`src/rtl/ddc_pkg.sv`:
```
// Shared definitions for the digital down-converter datapath.
//
// Contents:
//   DefPhaseWidth / DefAddrWidth / DefRomLatency - default widths and ROM latency
//   quadrant_e    - quadrant of a phase word (top two bits)
//   quad_advance  - quadrant shifted by +90 degrees (sine -> cosine)
//   quad_mirror   - quadrant reads the quarter-wave table backwards
//   quad_negate   - quadrant takes the negated table value
package ddc_pkg;

    localparam int unsigned DefPhaseWidth = 32;
    localparam int unsigned DefAddrWidth  = 10;
    localparam int unsigned DefRomLatency = 1;

    typedef enum logic [1:0] {
        QuadI   = 2'd0,
        QuadII  = 2'd1,
        QuadIII = 2'd2,
        QuadIV  = 2'd3
    } quadrant_e;

    // cos(x) = sin(x + 90deg): cosine uses the next quadrant, wrapping IV -> I.
    function automatic quadrant_e quad_advance(input quadrant_e q);
        logic [1:0] v;
        v = q;
        v = v + 2'd1;
        return quadrant_e'(v);
    endfunction

    // Quadrants II and IV walk the quarter-wave table from the top down.
    function automatic logic quad_mirror(input quadrant_e q);
        return (q == QuadII) || (q == QuadIV);
    endfunction

    // Quadrants III and IV lie in the negative half of the wave.
    function automatic logic quad_negate(input quadrant_e q);
        return (q == QuadIII) || (q == QuadIV);
    endfunction

endpackage

```
`src/rtl/delay_line.sv`:
```
// Fixed-length shift register with synchronous active-high reset.
//
// Parameters:
//   WIDTH - bits per stage
//   DEPTH - number of register stages (latency in cycles), >= 1
// Ports:
//   clk_i - clock, rising edge
//   rst_i - synchronous active-high reset, clears every stage
//   d_i   - data in
//   q_o   - data out, d_i delayed by DEPTH cycles
module delay_line #(
    parameter int unsigned WIDTH = 1,
    parameter int unsigned DEPTH = 1
) (
    input  logic             clk_i,
    input  logic             rst_i,
    input  logic [WIDTH-1:0] d_i,
    output logic [WIDTH-1:0] q_o
);

    logic [WIDTH-1:0] stage_q [DEPTH];

    always_ff @(posedge clk_i) begin
        if (rst_i) begin
            for (int i = 0; i < DEPTH; i++) begin
                stage_q[i] <= '0;
            end
        end else begin
            stage_q[0] <= d_i;
            for (int i = 1; i < DEPTH; i++) begin
                stage_q[i] <= stage_q[i-1];
            end
        end
    end

    assign q_o = stage_q[DEPTH-1];

endmodule

```
`src/rtl/nco_addr_gen.sv`:
```
// Numerically controlled oscillator front end: phase accumulator plus
// quarter-wave ROM address generation for sine and cosine.
//
// Parameters:
//   PHASE_WIDTH - accumulator / tuning word width
//   ADDR_WIDTH  - quarter-wave ROM address width (PHASE_WIDTH >= ADDR_WIDTH + 2)
//   ROM_LATENCY - read latency of the downstream ROM in cycles (>= 1)
// Ports:
//   clk_i       - clock, rising edge
//   rst_i       - synchronous active-high reset
//   en_i        - sample enable, advances accumulator and pipeline
//   ftw_i       - frequency tuning word
//   ftw_load_i  - capture ftw_i into the tuning register
//   phase_off_i - static phase offset added after the accumulator
//   sync_i      - clears the accumulator (wins over accumulation)
//   rom_en_o    - ROM read enable, en_i delayed one cycle
//   addr_sin_o  - sine ROM address
//   addr_cos_o  - cosine ROM address
//   neg_sin_o   - negate flag for sine ROM data, aligned with the data
//   neg_cos_o   - negate flag for cosine ROM data, aligned with the data
//   valid_o     - ROM data and negate flags valid this cycle
module nco_addr_gen
    import ddc_pkg::*;
#(
    parameter int unsigned PHASE_WIDTH = DefPhaseWidth,
    parameter int unsigned ADDR_WIDTH  = DefAddrWidth,
    parameter int unsigned ROM_LATENCY = DefRomLatency
) (
    input  logic                   clk_i,
    input  logic                   rst_i,
    input  logic                   en_i,
    input  logic [PHASE_WIDTH-1:0] ftw_i,
    input  logic                   ftw_load_i,
    input  logic [PHASE_WIDTH-1:0] phase_off_i,
    input  logic                   sync_i,
    output logic                   rom_en_o,
    output logic [ADDR_WIDTH-1:0]  addr_sin_o,
    output logic [ADDR_WIDTH-1:0]  addr_cos_o,
    output logic                   neg_sin_o,
    output logic                   neg_cos_o,
    output logic                   valid_o
);

    if (ROM_LATENCY < 1) begin : gen_bad_latency
        $error("nco_addr_gen: ROM_LATENCY must be at least 1");
    end
    if (PHASE_WIDTH < ADDR_WIDTH + 2) begin : gen_bad_width
        $error("nco_addr_gen: PHASE_WIDTH must be at least ADDR_WIDTH + 2");
    end

    logic [PHASE_WIDTH-1:0] ftw_q;
    logic [PHASE_WIDTH-1:0] acc_q;
    logic [PHASE_WIDTH-1:0] phase_d;

    quadrant_e              quad_sin;
    quadrant_e              quad_cos;
    logic [ADDR_WIDTH-1:0]  idx;
    logic [ADDR_WIDTH-1:0]  addr_sin_d;
    logic [ADDR_WIDTH-1:0]  addr_cos_d;
    logic                   neg_sin_d;
    logic                   neg_cos_d;

    // The phase register is held in decoded form (addresses + negate flags),
    // so a reset leaves every ROM-facing output at zero.
    logic                   rom_en_q;
    logic [ADDR_WIDTH-1:0]  addr_sin_q;
    logic [ADDR_WIDTH-1:0]  addr_cos_q;
    logic                   neg_sin_q;
    logic                   neg_cos_q;

    logic [2:0]             dly_in;
    logic [2:0]             dly_out;
    logic                   unused_phase;

    // Tuning word: a load in the same cycle as en_i only affects later samples.
    always_ff @(posedge clk_i) begin
        if (rst_i) begin
            ftw_q <= '0;
        end else if (ftw_load_i) begin
            ftw_q <= ftw_i;
        end
    end

    // Accumulator wraps naturally; sync clears it after the current sample
    // has already taken the pre-sync value.
    always_ff @(posedge clk_i) begin
        if (rst_i) begin
            acc_q <= '0;
        end else if (sync_i) begin
            acc_q <= '0;
        end else if (en_i) begin
            acc_q <= acc_q + ftw_q;
        end
    end

    assign phase_d = acc_q + phase_off_i;

    // Bits below the address field are truncated; the reduction only marks
    // them as intentionally dropped.
    assign unused_phase = ^phase_d;

    always_comb begin
        quad_sin   = quadrant_e'(phase_d[PHASE_WIDTH-1 -: 2]);
        idx        = phase_d[PHASE_WIDTH-3 -: ADDR_WIDTH];
        quad_cos   = quad_advance(quad_sin);
        addr_sin_d = quad_mirror(quad_sin) ? ~idx : idx;
        addr_cos_d = quad_mirror(quad_cos) ? ~idx : idx;
        neg_sin_d  = quad_negate(quad_sin);
        neg_cos_d  = quad_negate(quad_cos);
    end

    always_ff @(posedge clk_i) begin
        if (rst_i) begin
            rom_en_q   <= 1'b0;
            addr_sin_q <= '0;
            addr_cos_q <= '0;
            neg_sin_q  <= 1'b0;
            neg_cos_q  <= 1'b0;
        end else begin
            rom_en_q <= en_i;
            if (en_i) begin
                addr_sin_q <= addr_sin_d;
                addr_cos_q <= addr_cos_d;
                neg_sin_q  <= neg_sin_d;
                neg_cos_q  <= neg_cos_d;
            end
        end
    end

    // rom_en_q doubles as the per-sample valid token; it travels with the
    // negate flags so they line up with the ROM read data.
    assign dly_in = {rom_en_q, neg_sin_q, neg_cos_q};

    delay_line #(
        .WIDTH (3),
        .DEPTH (ROM_LATENCY)
    ) u_flag_delay (
        .clk_i (clk_i),
        .rst_i (rst_i),
        .d_i   (dly_in),
        .q_o   (dly_out)
    );

    assign rom_en_o   = rom_en_q;
    assign addr_sin_o = addr_sin_q;
    assign addr_cos_o = addr_cos_q;
    assign valid_o    = dly_out[2];
    assign neg_sin_o  = dly_out[1];
    assign neg_cos_o  = dly_out[0];

endmodule

```
`config.mk`:
```
export PLATFORM = sky130hd
export DESIGN_NAME = nco_addr_gen
export DESIGN_NICKNAME = d
export VERILOG_FILES = /design/src/rtl/ddc_pkg.sv /design/src/rtl/delay_line.sv /design/src/rtl/nco_addr_gen.sv
export SDC_FILE = /design/constraint.sdc
export NUM_CORES = 1
export LEC_CHECK = 0
export BUFFER_PORTS_ARGS = -buffer_cell sky130_fd_sc_hd__buf_4
export CAP_MARGIN = 20
export CORE_MARGIN = 4
export CORE_UTILIZATION = 25
export CTS_BUF_LIST = sky130_fd_sc_hd__clkbuf_16
export DETAILED_ROUTE_END_ITERATION = 10
export GPL_ROUTABILITY_DRIVEN = 0
export SLEW_MARGIN = 15
export SYNTH_ARGS = -nofsm -noshare
export SYNTH_HDL_FRONTEND = slang
export SYNTH_SLANG_ARGS = --single-unit
```
`constraint.sdc`:
```
create_clock -name clk_i -period 8.4 [get_ports clk_i]
set_clock_uncertainty 0.05 [all_clocks]
set_input_delay 2.52 -clock clk_i [delete_from_list [all_inputs] [get_ports clk_i]]
set_output_delay 2.52 -clock clk_i [all_outputs]
set_load 0.05 [all_outputs]
```
==> metrics.txt <==
reg-to-reg endpoint acc_q[28]; Synth Warn # 0; minimum clock period after layout ~5.3 ns; Post-synth top flop dfxtp_1; clock latency on the worst-skew pair 0.34 ns; Peak Freq roughly 0.19 GHz; die height 159.7 um; Critical Path Start phase_off_i[4]; Synth Area in Adders 14.05%; via count 4900; Seq/Total Area, Yosys 31.32%; Iteration-0 DRC Markers between 200 and 250; Post-Synth Simple-Gate Area 15.60%; post-layout net count 878; vias in the first global route 4830; maximum VDD drop 0.09106 mV; ANT nets after route 0; post-synthesis register bit count 90; CP startpoint kind input pin; layout cells sized above 1 ~16%; TritonCTS clock tree built; Power Total 1074 uW; Syn Area/Cell about 8.6 sq um; DRC viols 0; post-synthesis mux area share 9.920%; Filler cells 2376; pwr/cell area 154.2 nW/um^2; Slew HR about two fifths; Synth cell types 59; routed len/inst 14.84 um; largest family of logic cells by synthesized area compound AO/OA/AOI/OAI gates; H-tree depth 3; CP Class input pin to flop; crit path capture type flop; number of synthesized flops with an enable pin 0; Clock Sinks 90; Pleak 0.003264 uW; total congestion overflow 0; cell row count 55; worst hold margin ~0.42 ns; CTS clk-pin slew, worst paths 0.06 ns; post_cts resized 0; # setup viols final 0; first-pass GRT wire length approximately 25000 um; top cells by area, synth dfxtp_1 31%, ha_1 14%, mux2i_1 9.9%, nor2_1 5.9%, a21oi_1 5.3%; post-synthesis compound-gate area fraction approximately 20%; Initial Util 25.40%; post-synthesis cell count 668; CTS Buffer Depth 2; initial antenna violation count 0; Worst setup endpoint neg_cos_q; setup TNS 0 ns; Reg2Reg Depth 12; 1st-pass router iterations 4; max-cap violation count 0; full die area 25500 sq um; drt total wl 15350 um; DP HPWL between 10000 and 15000 um; area share of the largest cell type after synthesis 31.32%; run status complete, no violations; Critical Path AT 5.43 ns; Final Max Tran Viols 0; final period utilization 62.85%; post-CTS setup repair buffer count 0; largest net degree at the start of global routing 62; async set-reset flop share out of synthesis 0%; # IOs 93; area leader, netlist dfxtp_1; Die W 159.7 um; Num CTS Buffers 9; RSZ-0062 raised after global routing false; Multi-input gate area 3772 sq um; Final Hold Viols 0; Post-Syn Area 5752 sq um; reg2reg setup slack 5.00 ns; Register Area 1802 sq um; ANT cells 0; clock root buffer clkbuf_16; hold buffers post-CTS 0; Syn Nets 801; Area Growth Syn to Fin 21.08%; Critical Path RT 8.55 ns; Via density 4.739; Post-Synth XOR/XNOR Area 6.026%; RR Startpoint ftw_q[0]; Least-Margin Pin Slew 0.8801 ns; Core Region 22640 sq um; Tot GR Track Use 12.05%; CP max FO 3; IO buf count 92; class of the worst hold path flop to flop
-- worst min path at each step --
stage	start	to	cells after the start
3_3_place_gp	rom_en_o	u_flag_delay.stage_q[0][2]	1
6_report	neg_cos_q	u_flag_delay.stage_q[0][0]	1
4_1_cts	addr_cos_o[2]	addr_cos_o[2]	2
5_1_grt	rom_en_o	u_flag_delay.stage_q[0][2]	1
3_5_place_dp	addr_cos_o[2]	addr_cos_o[2]	2
2_1_floorplan	neg_cos_q	u_flag_delay.stage_q[0][0]	1
-- through the flow --
step / cell area [sq um] / util [%] / cells / setup WS, ns
after floorplan: 5752 / - / 668 / 3.411
after global placement: 6696 / 29.58 / 1019 / 2.768
after detailed placement: 6696 / 29.58 / 1019 / 2.731
after CTS: 6964 / 30.76 / 1034 / 3.069
after global routing: 6964 / 30.76 / 1034 / 2.915
final: 6964 / 30.76 / 1034 / 3.121
-- layout by cell type (no fill, tap or decap), types with 5 or more instances in the layout --
| cell type | instances |
|---|---|
| nand4_1 | 6 |
| nor3_1 | 15 |
| o21ai_1 | 6 |
| nand3_1 | 12 |
| buf_4 | 93 |
| nand2_1 | 36 |
| a211o_1 | 6 |
| a31oi_1 | 5 |
| dfxtp_1 | 90 |
| mux2i_1 | 57 |
| a211oi_1 | 18 |
| o21bai_1 | 8 |
| inv_1 | 17 |
| a21oi_1 | 61 |
| xnor2_1 | 22 |
| nor2b_1 | 8 |
| o21ai_0 | 21 |
| nor2_1 | 91 |
| and3_1 | 6 |
| a21o_1 | 18 |
| ha_1 | 63 |
| clkbuf_16 | 9 |
| o211ai_1 | 5 |
| xor2_1 | 15 |
-- critical path: stages --
cell	delay (ns)
buf_4	0.11
ha_1	0.32
nand2_1	0.07
a21oi_1	0.30
o22ai_1	0.18
nor3_1	0.59
o31ai_4	0.14
o21ai_0	0.28
a21oi_1	0.11
nor2_1	0.09
nor2_1	0.05
xnor2_1	0.20
ha_1	0.27
mux2i_1	0.13
nor2_1	0.05
-- sequential cells by signal, summed over array words and instances (netlist names) --
name                  count
addr_sin_o               10
rom_en_o                  1
u_flag_delay.stage_q      3
acc_q                    32
ftw_q                    32
addr_cos_o               10
neg_cos_q                 1
neg_sin_q                 1
-- layer usage --
metal | wire [um] | up-vias | track usage (%)
li1 | - | 2583 | -
met1 | 7371 | 2223 | 15.78
met2 | 7355 | 83 | 20.51
met3 | 412 | 11 | 1.652
met4 | 209 | 0 | 3.945
met5 | 0 | - | 0
-- layout make-up --
type / count / share of cell area [%]
Clock inverter: 6 / 0.6109
Sequential cell: 90 / 25.87
Multi-Input combinational cell: 533 / 54.17
Timing Repair Buffer: 93 / 10.03
Clock buffer: 9 / 3.234
Tap cell: 285 / 5.120
Inverter: 18 / 0.9702
-- power by group --
part / internal, uW / switching [uW]
logic: 96.0 / 137
registers: 452 / 16.0
clock network: 200 / 174
total: 747 / 327
-- synth_stat cells (all sizes together), types with 2 or more instances --
cell type and n:
and2 2, or3 4, ha 63, nor2b 8, xor2 15, o211ai 5
a21boi 3, nor2 91, nand2b 3, o31ai 3, a21oi 62, o21bai 8
inv 17, nor3b 4, o21ai 27, nand3 12, or2 4, o21a 4
a221oi 2, clkbuf 15, and3 6, nand2 36, buf 12, a211oi 19
nand4b 2, nor3 15, xnor2 22, a31oi 5, a21o 18, o22ai 4
dfxtp 90, mux2i 57, o311ai 3, a211o 6, nand4 6
-- kinds of logic after synthesis --
group / after synthesis
xor gates and xnor gates: 38
buffers and inverters: 45
DFF: 90
AOI/OAI and AO/OA: 177
muxes: 57
adders and majority gates: 64
and+or+nand+nor: 197
Note: power is estimated with default switching activity, not from simulation.
